File: src/rtl/alu_share_controller.sv
// Shares one RV32I ALU among REQS requesters: round-robin accept, timed EXEC,
// then a held response to the winner. Divide/remainder by zero is resolved locally.
module alu_share_controller #(
  parameter int unsigned N          = 32,
  parameter int unsigned REQS       = 4,
  parameter int unsigned MULDIV_LAT = 4
) (
  input  logic                clk,
  input  logic                rst_n,
  input  logic [REQS-1:0]     req_valid,
  input  logic [4*REQS-1:0]   req_op,
  input  logic [N*REQS-1:0]   req_a,
  input  logic [N*REQS-1:0]   req_b,
  output logic [REQS-1:0]     req_ready,
  output logic [REQS-1:0]     resp_valid,
  input  logic [REQS-1:0]     resp_ready,
  output logic [N-1:0]        resp_o,
  output logic [3:0]          alu_op,
  output logic [N-1:0]        alu_a,
  output logic [N-1:0]        alu_b,
  input  logic [N-1:0]        alu_o,
  output logic                busy
);

  localparam int unsigned PTR_W = (REQS > 1) ? $clog2(REQS) : 1;
  localparam int unsigned CNT_W = $clog2(MULDIV_LAT + 1);

  typedef enum logic [1:0] {S_IDLE, S_EXEC, S_RESP} state_e;

  state_e             state_q;
  logic [PTR_W-1:0]   rr_ptr_q;
  logic [PTR_W-1:0]   owner_q;
  logic [CNT_W-1:0]   cnt_q;
  logic [3:0]         op_q;
  logic [N-1:0]       a_q;
  logic [N-1:0]       b_q;
  logic [N-1:0]       res_q;
  logic [REQS-1:0]    resp_valid_q;
  logic               busy_q;

  logic [2*REQS-1:0]  rot;
  logic [PTR_W:0]     sum;
  logic               found;
  logic [PTR_W-1:0]   winner;
  logic [3:0]         w_op;
  logic [N-1:0]       w_a;
  logic [N-1:0]       w_b;
  logic [CNT_W-1:0]   w_lat;
  logic [N-1:0]       res_sel;
  logic               accept;

  // Round-robin: first valid requester at or above rr_ptr, wrapping modulo REQS.
  always_comb begin
    rot    = {req_valid, req_valid} >> rr_ptr_q;
    found  = 1'b0;
    sum    = '0;
    winner = '0;
    for (int i = 0; i < int'(REQS); i++) begin
      if (rot[i] && !found) begin
        found = 1'b1;
        sum   = (PTR_W+1)'(rr_ptr_q) + (PTR_W+1)'(i);
      end
    end
    if (sum >= (PTR_W+1)'(REQS)) begin
      sum = sum - (PTR_W+1)'(REQS);
    end
    winner = PTR_W'(sum);
  end

  always_comb begin
    w_op = '0;
    w_a  = '0;
    w_b  = '0;
    for (int i = 0; i < int'(REQS); i++) begin
      if (PTR_W'(i) == winner) begin
        w_op = req_op[4*i +: 4];
        w_a  = req_a[N*i +: N];
        w_b  = req_b[N*i +: N];
      end
    end
    w_lat = (w_op >= 4'd13) ? CNT_W'(MULDIV_LAT) : CNT_W'(1);
  end

  always_comb begin
    req_ready = '0;
    if (rst_n && state_q == S_IDLE && found) begin
      req_ready = REQS'(1) << winner;
    end
  end

  assign accept = |(req_ready & req_valid);

  // RISC-V divide-by-zero results override whatever the ALU produces.
  always_comb begin
    res_sel = alu_o;
    if (op_q == 4'd14 && b_q == '0) begin
      res_sel = '1;
    end else if (op_q == 4'd15 && b_q == '0) begin
      res_sel = a_q;
    end
  end

  always_ff @(posedge clk) begin
    if (!rst_n) begin
      state_q      <= S_IDLE;
      rr_ptr_q     <= '0;
      owner_q      <= '0;
      cnt_q        <= '0;
      op_q         <= '0;
      a_q          <= '0;
      b_q          <= '0;
      res_q        <= '0;
      resp_valid_q <= '0;
      busy_q       <= 1'b0;
    end else begin
      case (state_q)
        S_IDLE: begin
          if (accept) begin
            op_q     <= w_op;
            a_q      <= w_a;
            b_q      <= w_b;
            owner_q  <= winner;
            rr_ptr_q <= (winner == PTR_W'(REQS - 1)) ? '0 : winner + PTR_W'(1);
            cnt_q    <= w_lat;
            busy_q   <= 1'b1;
            state_q  <= S_EXEC;
          end
        end
        S_EXEC: begin
          cnt_q <= cnt_q - CNT_W'(1);
          if (cnt_q == CNT_W'(1)) begin
            res_q        <= res_sel;
            resp_valid_q <= REQS'(1) << owner_q;
            state_q      <= S_RESP;
          end
        end
        S_RESP: begin
          if (resp_ready[owner_q]) begin
            resp_valid_q <= '0;
            busy_q       <= 1'b0;
            state_q      <= S_IDLE;
          end
        end
        default: begin
          state_q <= S_IDLE;
        end
      endcase
    end
  end

  // ALU operands come straight from the operand registers, so they only move on accept.
  assign alu_op     = op_q;
  assign alu_a      = a_q;
  assign alu_b      = b_q;
  assign resp_o     = res_q;
  assign resp_valid = resp_valid_q;
  assign busy       = busy_q;

endmodule
File: config.mk
export PLATFORM = sky130hd
export DESIGN_NAME = alu_share_controller
export DESIGN_NICKNAME = d
export VERILOG_FILES = /design/src/rtl/alu_share_controller.sv
export SDC_FILE = /design/constraint.sdc
export NUM_CORES = 1
export LEC_CHECK = 0
export ABC_AREA = 1
export ABC_CLOCK_PERIOD_IN_PS = 8300
export CAP_MARGIN = 25
export CORE_AREA = 8 8 157 159
export CTS_CLUSTER_DIAMETER = 30
export DETAILED_ROUTE_END_ITERATION = 16
export DIE_AREA = 0 0 165 167
export MAX_ROUTING_LAYER = met4
export PLACE_DENSITY = 0.7
export SLEW_MARGIN = 10
export SYNTH_ARGS = -nofsm -noshare
export SYNTH_HDL_FRONTEND = slang
export SYNTH_SLANG_ARGS = --single-unit
File: constraint.sdc
create_clock -name clk -period 8.3 [get_ports clk]
set_input_delay 0.83 -clock clk [delete_from_list [all_inputs] [get_ports clk]]
set_output_delay 0.83 -clock clk [all_outputs]
set_load 0.01 [all_outputs]
==> metrics <==
run status finished clean; Initial DRC Count between 800 and 900; total grt overflow 0; Final Hold Fails 0; First-pass DRT Iterations 5; CTS tree built; final worst-path cycle share approximately 59%; IO Port Bufs 422; GPL Wtd Cong 0.8913; initial antenna violation count 4; Yosys reg bits 114; Die Span Y about 170 µm; type of origin of the critical path primary input; layout cell share with drive strength beyond 1 4.775%; clock skew 14.00 ps; Final TNS setup 0 ps; drt drc 0; pin count of the biggest net entering global routing 76; initial core utilization a little under a third; syn nets 1438; Max Fclk about 0.20 GHz; critical path required time 8640 ps; worst relative slew slack 47.92%; Crit Path Max Fanout between 40 and 50; r2r endpoint alu_b[24]; Num CTS Buffers 17; WL final 36.08 mm; setup violators final 0; Cell variety after synth 32; post-DR vias/cell 5.268; Worst Hold End resp_valid[0]; Ys Warns 0; HP Start resp_valid[0]; Total GRT Usage 25.81%; Tightest Pin Transition 775.2 ps; Reg2Reg Depth 15; mean post-synth cell area about 6.3 µm²; # IOs ~420; DR WL/cell 20.34 µm; TritonCTS Sinks 114; fin crit period 4910 ps; maximum root-to-sink buffer count 2; vias in the first global route between 9000 and 10000; CTS H-Tree Depth 4; placed inst area 11280 µm²; die extent in x 165 µm; Syn Inst Count 1118; FF-to-FF setup slack 3730 ps; Antenna Violating Nets Remaining 0; filler instances 2195; Root Buffer clkbuf_16; Leak Pwr around 4.5 nW; Layout area overhead 70.20%; via count 9345; Max-cap violations 0; Hold Crit Class register to register; pwr/cell area 331.0 nW/µm²; Hold WS 463.1 ps; area of the multi-input gates 4182 µm²; R2R Path Start rr_ptr_q[0]; global-route wire length before repair 53.94 mm; Final #Nets 1794; FF+latch area 2282 µm²; Design Area, Final 11910 µm²; CP Data Arrival Time 5250 ps; Clock transition at path regs 60 ps; clock latency on the worst-skew pair slightly above 400 ps; WHS Path Cells 2; count of pins over their slew limit 0; Core ar. 22230 µm²; Seq/Total Area, Yosys between 30% and 40%; CP Class primary input to register; Rows between 50 and 60; Hold Buf Count CTS 0; endpoint class of the critical path register; HPWL Detailed 27.64 mm; post-CTS setup buffer count 0; PostCTS Resize Cnt 0; die area 27560 µm²; Mapped Area between 6000 and 7000 µm²; Util after Layout between 50% and 60%; unrepaired setup endpoints after global routing no; maximum VDD drop 0.0002396 V
per-stage QoR:
step / setup slack, ps / std cells / power (W)
2_1_floorplan: 4872 / 1118 / 0.002321
3_3_place_gp: 3218 / 1738 / 0.003194
3_5_place_dp: 3020 / 1739 / 0.003222
4_1_cts: 3441 / 1771 / 0.003970
5_1_grt: 3175 / 1774 / 0.004294
6_report: 3390 / 1774 / 0.003943
routing by layer:
metal	wire, µm	vias to the layer above	track usage (%)
met5	0	-	-
met4	555	0	6.270
met3	2794	32	5.917
met2	17840	410	42.94
met1	14900	4337	30.85
li1	-	4566	-
cell type report:
cell class	instances	area share (%)
Timing Repair Buffer	437	36.71
Multi-Input combinational cell	873	35.11
Tap cell	285	2.994
Antenna cell	2	0.04202
Clock buffer	18	3.687
Inverter	31	1.009
Sequential cell	114	19.16
Clock inverter	14	1.292
worst max-delay path, cell delays in order:
cell and delay [ps]:
clkdlybuf4s50_1 540, nand2_1 90, nand3_1 120, nand2_1 120
inv_1 80, nand4_1 140, o21ai_0 390, ha_2 690
buf_4 540, nand4_1 150, nand2_1 140, nor2_4 130
inv_2 470, buf_4 510, nor2_1 100, nor2_1 130
state kept, by name, summed over array words and instances, names as in the netlist:
| name | count |
|---|---|
| alu_a | 32 |
| resp_o | 32 |
| rr_ptr_q | 2 |
| alu_op | 4 |
| cnt_q | 3 |
| busy | 1 |
| state_q | 2 |
| resp_valid | 4 |
| alu_b | 32 |
| owner_q | 2 |
worst max path at each step:
stage                 startpoint           end  slack (ps)  cells past startpoint
finish              req_valid[2]     alu_b[24]        3390                     16
global route        req_valid[2]      alu_a[7]        3170                     16
CTS                 req_valid[2]     alu_b[24]        3440                     16
detailed placement  req_valid[2]     alu_b[24]        3020                     16
global placement    req_valid[0]     alu_b[20]        3220                     16
floorplan           req_valid[3]  req_ready[2]        4870                     14
kinds of logic after synthesis:
group	share of synthesized area, %
AND/OR/NAND/NOR	26.80
AO/OA/AOI/OAI	31.36
buffers and inverters	8.028
flip-flops	32.61
adder cells (fa/ha/maj)	1.073
XOR/XNOR	0.1252
power by group:
part | switching, W | total, W | internal, W | leakage, nW
clock | 0.000286 | 0.000740 | 0.000454 | 0.284
combinational | 0.00152 | 0.00242 | 0.000896 | 3.26
sequential | 0.000112 | 0.000782 | 0.000670 | 0.931
cell usage after synthesis:
master / n / share of area, %
a21boi_0: 1 / 0.11
a21oi_1: 143 / 10
a21oi_2: 2 / 0.25
a31oi_1: 2 / 0.18
and2_0: 1 / 0.089
buf_1: 9 / 0.48
buf_2: 20 / 1.4
buf_6: 4 / 0.64
buf_8: 1 / 0.21
clkbuf_1: 66 / 3.5
clkinv_2: 1 / 0.071
dfxtp_1: 114 / 33
ha_1: 6 / 1.1
inv_1: 28 / 1.5
inv_2: 1 / 0.054
inv_4: 1 / 0.089
nand2_1: 183 / 9.8
nand2_2: 6 / 0.54
nand3_1: 83 / 5.9
nand3_2: 1 / 0.14
nand3b_1: 1 / 0.11
nand4_1: 8 / 0.72
nand4_4: 1 / 0.30
nor2_1: 150 / 8.0
nor2_4: 1 / 0.16
nor3_1: 2 / 0.14
nor4_1: 8 / 0.72
o211ai_1: 32 / 3.4
o21ai_0: 221 / 16
o21ai_1: 19 / 1.4
or2_2: 1 / 0.089
xor2_1: 1 / 0.13
cell usage in the layout, fill, tap and decap left out, types with 13 or more instances in the layout:
master	synthesis	layout
a21oi_1	143	143
o21ai_1	19	19
nand2_1	183	183
o21ai_0	221	221
clkbuf_16	0	17
nor2_1	150	149
clkdlybuf4s50_1	0	421
inv_1	28	26
buf_4	0	13
o211ai_1	32	32
dfxtp_1	114	114
nand3_1	83	83
(Power assumes the default switching activity.)
